## config.mk

```make
export PLATFORM = sky130hd
export DESIGN_NAME = sram_march_bist_flat
export DESIGN_NICKNAME = d
export VERILOG_FILES = /design/src/rtl/sram_march_bist_if.sv /design/src/rtl/sram_march_bist.sv /design/src/flat_wrapper.sv
export SDC_FILE = /design/constraint.sdc
export NUM_CORES = 1
export LEC_CHECK = 0
export CORE_ASPECT_RATIO = 0.75
export CORE_UTILIZATION = 59
export CTS_CLUSTER_SIZE = 16
export DETAILED_ROUTE_END_ITERATION = 7
export PLACE_DENSITY_LB_ADDON = 0.2
export SLEW_MARGIN = 5
export SYNTH_ARGS = -nofsm -noshare
export SYNTH_HDL_FRONTEND = slang
export SYNTH_SLANG_ARGS = --single-unit
export TNS_END_PERCENT = 1
```

## constraint.sdc

```tcl
create_clock -name clk0 -period 3.35 [get_ports clk0]
set_input_delay 0.67 -clock clk0 [delete_from_list [all_inputs] [get_ports clk0]]
set_output_delay 0.67 -clock clk0 [all_outputs]
set_load 0.01 [all_outputs]
```

## src/rtl/sram_march_bist_if.sv

```systemverilog
// sram_march_bist_if -- single-port (RW) SRAM macro port bundle.
//
// Signals:
//   csb0   active-low chip select      (BIST -> SRAM)
//   web0   active-low write enable     (BIST -> SRAM)
//   addr0  word address                (BIST -> SRAM)
//   din0   write data                  (BIST -> SRAM)
//   dout0  read data                   (SRAM -> BIST)
//
// Modports:
//   master  BIST controller side
//   slave   SRAM macro side
interface sram_march_bist_if #(
    parameter int DATA_WIDTH = 2,
    parameter int ADDR_WIDTH = 4
) ();
    logic                  csb0;
    logic                  web0;
    logic [ADDR_WIDTH-1:0] addr0;
    logic [DATA_WIDTH-1:0] din0;
    logic [DATA_WIDTH-1:0] dout0;

    modport master (
        output csb0,
        output web0,
        output addr0,
        output din0,
        input  dout0
    );

    modport slave (
        input  csb0,
        input  web0,
        input  addr0,
        input  din0,
        output dout0
    );
endinterface

```

## src/rtl/sram_march_bist.sv

```systemverilog
// sram_march_bist -- March C- built-in self-test controller for one
// single-port SRAM macro port. One memory operation per cycle, 10N ops
// per background, reads compared two edges after presentation.
//
// Ports:
//   clk0             clock, shared with the SRAM port
//   rst0             synchronous active-high reset
//   start            begin a test (ignored while busy)
//   busy             test in progress
//   done             test finished; held until next start or reset
//   pass             valid with done; 1 = no mismatches
//   fail_count       saturating mismatch count
//   first_fail_addr  address of the first mismatch
//   first_fail_elem  March element (0-5) of the first mismatch
//   sram             SRAM port (csb0/web0/addr0/din0 out, dout0 in)
//
// Optional build macro:
//   SRAM_BIST_CHECKERBOARD_EN  repeat the 10N sequence with a checkerboard
//                              background (01.. pattern, inverted on odd
//                              addresses) after the solid pass.
module sram_march_bist #(
    parameter int DATA_WIDTH     = 2,
    parameter int ADDR_WIDTH     = 4,
    parameter int FAIL_CNT_WIDTH = 8
) (
    input  logic                      clk0,
    input  logic                      rst0,
    input  logic                      start,
    output logic                      busy,
    output logic                      done,
    output logic                      pass,
    output logic [FAIL_CNT_WIDTH-1:0] fail_count,
    output logic [ADDR_WIDTH-1:0]     first_fail_addr,
    output logic [2:0]                first_fail_elem,
    sram_march_bist_if.master         sram
);
    typedef enum logic [1:0] {IDLE, RUN, FLUSH, DONE} state_t;

    localparam logic [ADDR_WIDTH-1:0]     ADDR_MAX = '1;
    localparam logic [ADDR_WIDTH-1:0]     ADDR_ONE = 1;
    localparam logic [FAIL_CNT_WIDTH-1:0] FAIL_ONE = 1;

    state_t state;

    // Sequencer position: the op that will be presented at the next edge.
    logic [2:0]            elem;
    logic                  step;
    logic [ADDR_WIDTH-1:0] addr;
    logic                  cb;
    logic                  flush_cnt;

    // Two-stage compare pipeline aligned to the SRAM read latency.
    logic                  p1_valid, p2_valid;
    logic [DATA_WIDTH-1:0] p1_exp, p2_exp;
    logic [ADDR_WIDTH-1:0] p1_addr, p2_addr;
    logic [2:0]            p1_elem, p2_elem;

    // Decoded current op and next sequencer position.
    logic                  op_read, op_inv, op_last;
    logic [DATA_WIDTH-1:0] bg, op_data;
    logic [2:0]            nx_elem;
    logic                  nx_step;
    logic [ADDR_WIDTH-1:0] nx_addr;
    logic                  nx_cb;

    always_comb begin
        bg = '0;
`ifdef SRAM_BIST_CHECKERBOARD_EN
        if (cb) begin
            for (int unsigned i = 0; i < DATA_WIDTH; i++) begin
                bg[i] = (i[0] == addr[0]);
            end
        end
`endif
        // E0: w0 | E1,E3: r0 w1 | E2,E4: r1 w0 | E5: r0
        op_read = 1'b0;
        op_inv  = 1'b0;
        case (elem)
            3'd0: begin
                op_read = 1'b0;
                op_inv  = 1'b0;
            end
            3'd1, 3'd3: begin
                op_read = ~step;
                op_inv  = step;
            end
            3'd2, 3'd4: begin
                op_read = ~step;
                op_inv  = ~step;
            end
            default: begin
                op_read = 1'b1;
                op_inv  = 1'b0;
            end
        endcase
        op_data = op_inv ? ~bg : bg;

        nx_elem = elem;
        nx_step = step;
        nx_addr = addr;
        nx_cb   = cb;
        op_last = 1'b0;
        if ((elem >= 3'd1) && (elem <= 3'd4) && !step) begin
            nx_step = 1'b1;
        end else begin
            nx_step = 1'b0;
            if ((elem == 3'd3) || (elem == 3'd4)) begin
                if (addr != '0) begin
                    nx_addr = addr - ADDR_ONE;
                end else begin
                    nx_elem = elem + 3'd1;
                    nx_addr = (elem == 3'd3) ? ADDR_MAX : '0;
                end
            end else if (addr != ADDR_MAX) begin
                nx_addr = addr + ADDR_ONE;
            end else if (elem == 3'd5) begin
                nx_elem = 3'd0;
                nx_addr = '0;
`ifdef SRAM_BIST_CHECKERBOARD_EN
                nx_cb   = 1'b1;
                op_last = cb;
`else
                op_last = 1'b1;
`endif
            end else begin
                nx_elem = elem + 3'd1;
                // E2 (up) is followed by the first down sweep.
                nx_addr = (elem == 3'd2) ? ADDR_MAX : '0;
            end
        end
    end

    logic                      mismatch;
    logic [FAIL_CNT_WIDTH-1:0] fail_next;
    logic                      present;

    always_comb begin
        mismatch  = p2_valid && (sram.dout0 != p2_exp);
        fail_next = fail_count;
        if (mismatch && (fail_count != '1)) begin
            fail_next = fail_count + FAIL_ONE;
        end
        present = (state == RUN) ||
                  (((state == IDLE) || (state == DONE)) && start);
    end

    always_ff @(posedge clk0) begin
        if (rst0) begin
            state           <= IDLE;
            busy            <= 1'b0;
            done            <= 1'b0;
            pass            <= 1'b0;
            fail_count      <= '0;
            first_fail_addr <= '0;
            first_fail_elem <= '0;
            sram.csb0       <= 1'b1;
            sram.web0       <= 1'b1;
            sram.addr0      <= '0;
            sram.din0       <= '0;
            elem            <= '0;
            step            <= 1'b0;
            addr            <= '0;
            cb              <= 1'b0;
            flush_cnt       <= 1'b0;
            p1_valid        <= 1'b0;
            p2_valid        <= 1'b0;
            p1_exp          <= '0;
            p2_exp          <= '0;
            p1_addr         <= '0;
            p2_addr         <= '0;
            p1_elem         <= '0;
            p2_elem         <= '0;
        end else begin
            // Compare stage runs in every state so reads drain during FLUSH.
            p2_valid   <= p1_valid;
            p2_exp     <= p1_exp;
            p2_addr    <= p1_addr;
            p2_elem    <= p1_elem;
            fail_count <= fail_next;
            if (mismatch && (fail_count == '0)) begin
                first_fail_addr <= p2_addr;
                first_fail_elem <= p2_elem;
            end

            p1_valid <= 1'b0;
            if (present) begin
                sram.csb0  <= 1'b0;
                sram.web0  <= op_read;
                sram.addr0 <= addr;
                sram.din0  <= op_data;
                p1_valid   <= op_read;
                p1_exp     <= op_data;
                p1_addr    <= addr;
                p1_elem    <= elem;
                if (op_last) begin
                    elem <= '0;
                    step <= 1'b0;
                    addr <= '0;
                    cb   <= 1'b0;
                end else begin
                    elem <= nx_elem;
                    step <= nx_step;
                    addr <= nx_addr;
                    cb   <= nx_cb;
                end
            end else begin
                sram.csb0  <= 1'b1;
                sram.web0  <= 1'b1;
                sram.addr0 <= '0;
                sram.din0  <= '0;
            end

            case (state)
                IDLE, DONE: begin
                    if (start) begin
                        state           <= RUN;
                        busy            <= 1'b1;
                        done            <= 1'b0;
                        pass            <= 1'b0;
                        fail_count      <= '0;
                        first_fail_addr <= '0;
                        first_fail_elem <= '0;
                        flush_cnt       <= 1'b0;
                    end
                end
                RUN: begin
                    if (op_last) begin
                        state <= FLUSH;
                    end
                end
                FLUSH: begin
                    // Second FLUSH edge is the compare of the final read.
                    flush_cnt <= 1'b1;
                    if (flush_cnt) begin
                        state <= DONE;
                        busy  <= 1'b0;
                        done  <= 1'b1;
                        pass  <= (fail_next == '0);
                    end
                end
                default: state <= IDLE;
            endcase
        end
    end
endmodule

```

## src/flat_wrapper.sv

```systemverilog
// flat-port wrapper written by rule: the top's interface ports become plain ports
module sram_march_bist_flat 
#(
    parameter int DATA_WIDTH     = 2,
    parameter int ADDR_WIDTH     = 4,
    parameter int FAIL_CNT_WIDTH = 8
)
  (clk0, rst0, start, busy, done, pass, fail_count, first_fail_addr, first_fail_elem, sram_csb0, sram_web0, sram_addr0, sram_din0, sram_dout0);
  sram_march_bist_if #(.DATA_WIDTH(DATA_WIDTH), .ADDR_WIDTH(ADDR_WIDTH)) sram_i ();
  input  logic clk0;
  input  logic rst0;
  input  logic start;
  output logic busy;
  output logic done;
  output logic pass;
  output logic [FAIL_CNT_WIDTH-1:0] fail_count;
  output logic [ADDR_WIDTH-1:0] first_fail_addr;
  output logic [2:0] first_fail_elem;
  output wire logic [$bits(sram_i.csb0)-1:0] sram_csb0;
  output wire logic [$bits(sram_i.web0)-1:0] sram_web0;
  output wire logic [$bits(sram_i.addr0)-1:0] sram_addr0;
  output wire logic [$bits(sram_i.din0)-1:0] sram_din0;
  input wire logic [$bits(sram_i.dout0)-1:0] sram_dout0;
  assign sram_csb0 = sram_i.csb0;
  assign sram_web0 = sram_i.web0;
  assign sram_addr0 = sram_i.addr0;
  assign sram_din0 = sram_i.din0;
  assign sram_i.dout0 = sram_dout0;
  sram_march_bist #(.DATA_WIDTH(DATA_WIDTH), .ADDR_WIDTH(ADDR_WIDTH), .FAIL_CNT_WIDTH(FAIL_CNT_WIDTH)) u_core (.clk0(clk0), .rst0(rst0), .start(start), .busy(busy), .done(done), .pass(pass), .fail_count(fail_count), .first_fail_addr(first_fail_addr), .first_fail_elem(first_fail_elem), .sram(sram_i));
endmodule
```

==> results of run 1 <==
==> path summary, 6_finish.rpt <==
path,end,depth (start not counted),slack (ns)
setup reg to reg,u_core.addr[1],8,0.94
setup / recovery,u_core.pass,6,0.87
hold / removal,u_core.p2_valid,1,0.46
hold reg to reg,u_core.p2_valid,1,0.46
==> kinds of logic (layout without fill, tap and decap cells) <==
logic type | count (synthesis) | count (layout) | synth area share
compound gates | 54 | 54 | 0.147
xor+xnor | 3 | 3 | 0.0104
fa+ha+maj | 12 | 12 | 0.0593
buf+inv | 25 | 54 | 0.0480
flops | 54 | 54 | 0.427
mux | 16 | 16 | 0.0638
simple gates | 114 | 114 | 0.244
==> final cells by class <==
class,instances,area [µm²]
Timing Repair Buffer,32,315
Fill cell,314,1140
Inverter,14,52.6
Multi-Input combinational cell,199,1330
Sequential cell,54,1080
Tap cell,55,68.8
Clock buffer,5,68.8
Clock inverter,3,28.8
==> through the flow <==
step | worst slack, ns | hold WS (ns)
finish | 0.870 | 0.459
global route | 0.777 | 0.465
CTS | 0.878 | 0.464
detailed placement | 0.550 | 0.438
global placement | 0.600 | 0.440
floorplan | 1.19 | 0.414
==> layout by cell type, fill, tap and decap left out, types with 2 or more instances in the layout <==
cell type | Yosys | final
sky130_fd_sc_hd__nor3_1 | 13 | 13
sky130_fd_sc_hd__a31oi_1 | 6 | 6
sky130_fd_sc_hd__clkbuf_8 | 0 | 5
sky130_fd_sc_hd__a21o_1 | 7 | 7
sky130_fd_sc_hd__nand3b_1 | 2 | 2
sky130_fd_sc_hd__nand4_1 | 2 | 2
sky130_fd_sc_hd__nand3_1 | 5 | 5
sky130_fd_sc_hd__dfxtp_1 | 54 | 54
sky130_fd_sc_hd__mux2i_1 | 15 | 15
sky130_fd_sc_hd__nor4_1 | 4 | 4
sky130_fd_sc_hd__nand2b_1 | 4 | 4
sky130_fd_sc_hd__o31ai_1 | 3 | 3
sky130_fd_sc_hd__a21oi_1 | 16 | 16
sky130_fd_sc_hd__nor2b_1 | 12 | 12
sky130_fd_sc_hd__ha_1 | 12 | 12
sky130_fd_sc_hd__and4_1 | 2 | 2
sky130_fd_sc_hd__a211oi_1 | 5 | 5
sky130_fd_sc_hd__clkdlybuf4s50_1 | 0 | 30
sky130_fd_sc_hd__o21ai_0 | 6 | 6
sky130_fd_sc_hd__and3_1 | 2 | 2
sky130_fd_sc_hd__xnor2_1 | 3 | 3
sky130_fd_sc_hd__nor3b_1 | 3 | 3
sky130_fd_sc_hd__buf_4 | 2 | 2
sky130_fd_sc_hd__inv_1 | 14 | 14
sky130_fd_sc_hd__nor2_1 | 35 | 35
sky130_fd_sc_hd__and2_1 | 3 | 3
sky130_fd_sc_hd__nand2_1 | 18 | 18
==> sequential cells by signal, summed over array words and instances (netlist names), 3 cells and up <==
signal                  cells
u_core.first_fail_addr      4
u_core.addr                 4
u_core.p2_addr              4
u_core.p2_elem              3
u_core.first_fail_elem      3
u_core.sram.addr0           4
u_core.p1_addr              4
u_core.p1_elem              3
u_core.fail_count           8
u_core.elem                 3
==> power by group through the flow <==
stage	Sequential [µW]	Combinational [µW]	Clock, µW
2_1_floorplan	764	303	0
3_3_place_gp	763	424	0
3_5_place_dp	765	437	0
4_1_cts	751	443	391
5_1_grt	760	495	415
6_report	752	446	383
==> routing by layer <==
metal,track usage,up-vias
li1,-,1031
met1,0.326,967
met2,0.348,60
met3,0.0403,6
met4,0.0836,0
met5,0,-
==> results.yml, run 1 <==
outcome:
  status: "finished, final reports clean"
setup_path:
  timing.critical_path.required_ns: 3.57
  critical_path.startpoint_type: "primary input"
  cp.buffers_inverters: 1
  r2r-start: "u_core.state[0]"
  crit_path_max_incr_delay_ns: 0.57
  worstSetupStartpoint: "sram_dout0[1]"
  peak_fanout_along_the_critical_path: 9
  crit_type: "primary input to flop"
  crit_family: "simple AND/OR/NAND/NOR gates"
  worst_setup_path_end_kind: "flop"
  critical_path.cell_chain: "clkdlybuf4s50_1 -> and3_4 -> or3b_1 -> nor4_4 -> o221ai_2 -> o41ai_2"
  cp_data_arrival_time_ns: 2.70
  critPathSlowestCell: "sky130_fd_sc_hd__or3b_1"
placed_design:
  post_dp_area_um2: 2850
  port_buffers: 30
  detailed_place_hpwl_mm: 3.49
  placed_cells_incl_taps: 354
  finalWeightedCongestion: 0.950
grt:
  first_global_vias: 1803
  grt.total_usage: 0.228
  global_route_wire_length_before_repair_mm: 8.21
  largest_net_degree_at_the_start_of_global_routing: 25
  grt_antenna_before_repair: 0
  grt_overflow: 0
layout:
  syn2layout_area_growth_pct: 16.3
  finalNonFillerCells: 362
  antenna-diode-count: 0
  layout-drive-gt1-share: 0.0717
  nets: 323
  layout.core_utilization: 0.721
  fin_area_um2: 2940
sta:
  setup_repair_after_global_routing_missed_its_margin: "no"
  layout_min_cycle_time_ns: 2.48
  finalMaxSlewViolations: 0
  setup_total_negative_slack_ns: 0
  maxClockFrequency_mhz: 403
  worst_pin_slew_ns: 0.766
  worst_rel_slew_slack: 0.488
  final_setup_violating_endpoints: 0
  finalHoldViolCount: 0
  clock-skew-final_ns: 0.00918
  post-route-period-util: 0.740
synth:
  most_used_standard_cell_by_instance_count_after_synthesis: "sky130_fd_sc_hd__dfxtp_1"
  yosysTopAreaCellShare: 0.427
  synth_async_sr_flop_share: 0
  synth.area.top_cells: "sky130_fd_sc_hd__dfxtp_1, sky130_fd_sc_hd__ha_1, sky130_fd_sc_hd__mux2i_1"
  post_synthesis_sequential_element_count: 54
  synth_cell_type_count: 50
  synth_flop_cell: "sky130_fd_sc_hd__dfxtp_1"
  yosysWarningCount: 0
  post_synth_inst_count: 278
  mappedNetlistNets: 295
  syn_area_um2: 2530
  synthDominantAreaCellType: "sky130_fd_sc_hd__dfxtp_1"
  synth_commonest_cells: "sky130_fd_sc_hd__dfxtp_1, sky130_fd_sc_hd__nor2_1, sky130_fd_sc_hd__nand2_1"
  seq_area_frac_synth: 0.427
  syn-mean-instance-area_um2: 9.10
  synth_edf_count: 0
clock_tree:
  cts_repair_resize_count: 0
  tritoncts.num_buffers: 5
  worst_skew_pair.late_latency_ns: 0.31
  postCtsHoldBufs: 0
  postCtsSetupBuffers: 0
  clk_root_buffer_cell: "sky130_fd_sc_hd__clkbuf_8"
  h-tree-depth: 2
  clockBufferDepth: 2
  tritoncts: "done"
  clock_edge_transition_at_the_registers_on_the_reported_setup_and_hold_paths_ns: 0.10
  cts.sinks: 54
die:
  core-area_um2: 4080
  ios: 31
  initial_core_util: 0.620
  fp.dieH_um: 58.7
  dieArea_um2: 4560
  chipWidth_um: 77.6
  core.rowCount: 20
detailed_routing:
  route.layer.met1.wl_mm: 2.45
  drtIter0Drc: 154
  postRouteWirelength_mm: 4.85
  ant_nets: 0
  wire_length_per_cell_um: 13.4
  detail_route.vias_per_cell: 5.70
  highest-signal-layer: "met4"
  via_count: 2064
  dr.pass1.iters: 5
  route.detailed.drc: 0
  sum_of_met2_wire_segment_lengths_after_detailed_routing_mm: 2.11
  met3_routed_length_um: 232
hold_path:
  hold_class: "flop to flop"
  holdCritStartpoint: "u_core.p1_valid"
pwr:
  clock_power_share: 0.242
  switching_power_uw: 536
  sequentialPowerShare: 0.476
  cellPowerDensity_nw_per_um2: 537
  power_switching_share: 0.339
  max-vdd-ir-drop_mv: 0.454
  internal_power_uw: 1050
  power.leakage_uw: 0.00109
  p_total_uw: 1580
  combinationalPowerShare: 0.282
flow_run:
  maxCapViolCount: 0
(Power assumes the default switching activity.)
==> run 2, diff against run 1 <==
--- a/config.mk
+++ b/config.mk
@@ -6,7 +6,7 @@
 export NUM_CORES = 1
 export LEC_CHECK = 0
 export CORE_ASPECT_RATIO = 0.75
-export CORE_UTILIZATION = 59
+export CORE_UTILIZATION = 55
 export CTS_CLUSTER_SIZE = 16
 export DETAILED_ROUTE_END_ITERATION = 7
 export PLACE_DENSITY_LB_ADDON = 0.2
==> constraint.sdc (replaced) <==
create_clock -name clk0 -period 2.4 [get_ports clk0]
set_input_delay 0.48 -clock clk0 [delete_from_list [all_inputs] [get_ports clk0]]
set_output_delay 0.48 -clock clk0 [all_outputs]
set_load 0.01 [all_outputs]
==> results.yml, run 2 (synthesis gave the netlist of run 1 again) <==
placed_design:
  finalWeightedCongestion: 0.874
  placed_cells_incl_taps: 368
  placement.setup.worst_slack_ns: -0.125
  port_buffers: 30
  detailed_place_hpwl_mm: 3.73
  post_dp_area_um2: 2960
setup_path:
  critical_path.cell_chain: "clkdlybuf4s50_1 -> and3_4 -> or3b_1 -> nor4_4 -> o221ai_2 -> o41ai_2"
  crit_path_max_incr_delay_ns: 0.52
  reg2reg_to: "u_core.addr[1]"
  cp_data_arrival_time_ns: 2.43
  worst_r2r_path_depth: 8
  crit_type: "primary input to flop"
  timing.critical_path.required_ns: 2.63
  crit_family: "simple AND/OR/NAND/NOR gates"
  worst_setup_path_end_kind: "flop"
  critPathSlowestCell: "sky130_fd_sc_hd__or3b_1"
  critical_path.startpoint_type: "primary input"
  r2r-start: "u_core.state[0]"
  peak_fanout_along_the_critical_path: 7
  cp.buffers_inverters: 1
  r2r_slack_ns: 0.23
clock_tree:
  clock_edge_transition_at_the_registers_on_the_reported_setup_and_hold_paths_ns: 0.10
  cts_repair_resize_count: 0
  cts.sinks: 54
  tritoncts: "done"
  postCtsHoldBufs: 0
  postCtsSetupBuffers: 0
  clk_root_buffer_cell: "sky130_fd_sc_hd__clkbuf_8"
  clockBufferDepth: 2
  h-tree-depth: 2
  tritoncts.num_buffers: 5
  worst_skew_pair.late_latency_ns: 0.31
detailed_routing:
  detail_route.vias_per_cell: 5.48
  drtIter0Drc: 141
  dr.pass1.iters: 4
  wire_length_per_cell_um: 13.2
  ant_nets: 0
  route.detailed.drc: 0
  postRouteWirelength_mm: 4.95
  via_count: 2061
sta:
  setup_repair_after_global_routing_missed_its_margin: "no"
  timing.final.ws_setup_ns: 0.202
  clock-skew-final_ns: 0.00492
  worst_rel_slew_slack: 0.641
  layout_min_cycle_time_ns: 2.20
  worst_pin_slew_ns: 0.534
  finalHoldViolCount: 0
  maxClockFrequency_mhz: 455
  finalMaxSlewViolations: 0
  final_setup_violating_endpoints: 0
  post-route-period-util: 0.916
hold_path:
  holdCritStartpoint: "u_core.p1_valid"
  hold_class: "flop to flop"
  holdPathStages: 1
  hold_path_end: "u_core.p2_valid"
pwr:
  cellPowerDensity_nw_per_um2: 732
  power.leakage_uw: 0.00116
  max-vdd-ir-drop_mv: 0.719
layout:
  nets: 337
  mostFrequentLayoutCells: "sky130_fd_sc_hd__dfxtp_1, sky130_fd_sc_hd__nor2_1, sky130_fd_sc_hd__clkdlybuf4s50_1, sky130_fd_sc_hd__nand2_1, sky130_fd_sc_hd__a21oi_1"
  most_common_cell_after_layout_fill_and_taps_aside: "sky130_fd_sc_hd__dfxtp_1"
  finalNonFillerCells: 376
  fin_area_um2: 3060
  layout-drive-gt1-share: 0.112
  layout.core_utilization: 0.724
  antenna-diode-count: 0
  n_fill_cell: 340
  largest_register_ffs: 8
  syn2layout_area_growth_pct: 21.0
  regMostFlops: "u_core.fail_count"
die:
  fp.dieH_um: 60.7
  dieArea_um2: 4880
  initial_core_util: 0.598
  core-area_um2: 4230
  chipWidth_um: 80.3
  ios: 31
  core.rowCount: 20
grt:
  grt.total_usage: 0.225
  global_route_wire_length_before_repair_mm: 8.32
  grt_overflow: 0
  grt_antenna_before_repair: 0
  largest_net_degree_at_the_start_of_global_routing: 25
  first_global_vias: 1832
flow_run:
  maxCapViolCount: 0
outcome:
  status: "finished, final reports clean"
## run 2: per-stage QoR
step	power (µW)	setup TNS (ns)	hold WS, ns
final	2240	0	0.455
after global routing	2390	0	0.467
after CTS	2260	0	0.458
after detailed placement	1730	-0.919	0.436
after global placement	1710	-0.592	0.435
after floorplan	1490	0	0.414
## run 2: report_power, final
part / switching [µW] / leakage, µW / internal (µW) / total [µW]
sequential: 65.2 / 0.000437 / 984 / 1050
combinational: 368 / 0.000676 / 293 / 661
clock: 312 / 0.0000506 / 218 / 530
total: 745 / 0.00116 / 1500 / 2240
## run 2: worst max-delay path by stage
stage / slack, ns / startpoint / endpoint / depth (start not counted)
floorplan: 0.39 / u_core.state[0] / u_core.addr[1] / 8
global placement: -0.08 / sram_dout0[1] / u_core.pass / 6
detailed placement: -0.13 / sram_dout0[1] / u_core.pass / 6
CTS: 0.21 / u_core.state[0] / u_core.addr[1] / 8
global route: 0.04 / u_core.state[0] / u_core.addr[1] / 8
finish: 0.20 / sram_dout0[1] / u_core.pass / 6
## run 2: layout make-up
| class | instances | area [µm²] | share of cell area |
|---|---|---|---|
| Multi-Input combinational cell | 199 | 1330 | 0.434 |
| Sequential cell | 54 | 1080 | 0.353 |
| Timing Repair Buffer | 46 | 433 | 0.141 |
| Clock buffer | 5 | 68.8 | 0.0225 |
| Tap cell | 55 | 68.8 | 0.0225 |
| Inverter | 14 | 52.6 | 0.0172 |
| Clock inverter | 3 | 28.8 | 0.00940 |
## run 2: per-layer routing
metal  global-route usage  share of wire  vias up
met5                    0              0        -
met4               0.0842          0.014        0
met2                0.337           0.42       46
met3               0.0496          0.043        7
li1                     -              -     1065
met1                0.322           0.52      943
==> run 3, diff against run 2 <==
--- a/config.mk
+++ b/config.mk
@@ -5,6 +5,7 @@
 export SDC_FILE = /design/constraint.sdc
 export NUM_CORES = 1
 export LEC_CHECK = 0
+export ABC_AREA = 0
 export CORE_ASPECT_RATIO = 0.75
 export CORE_UTILIZATION = 55
 export CTS_CLUSTER_SIZE = 16
==> results of run 3 <==
No change in the layout: final DEF, timing and power equal those of run 2.
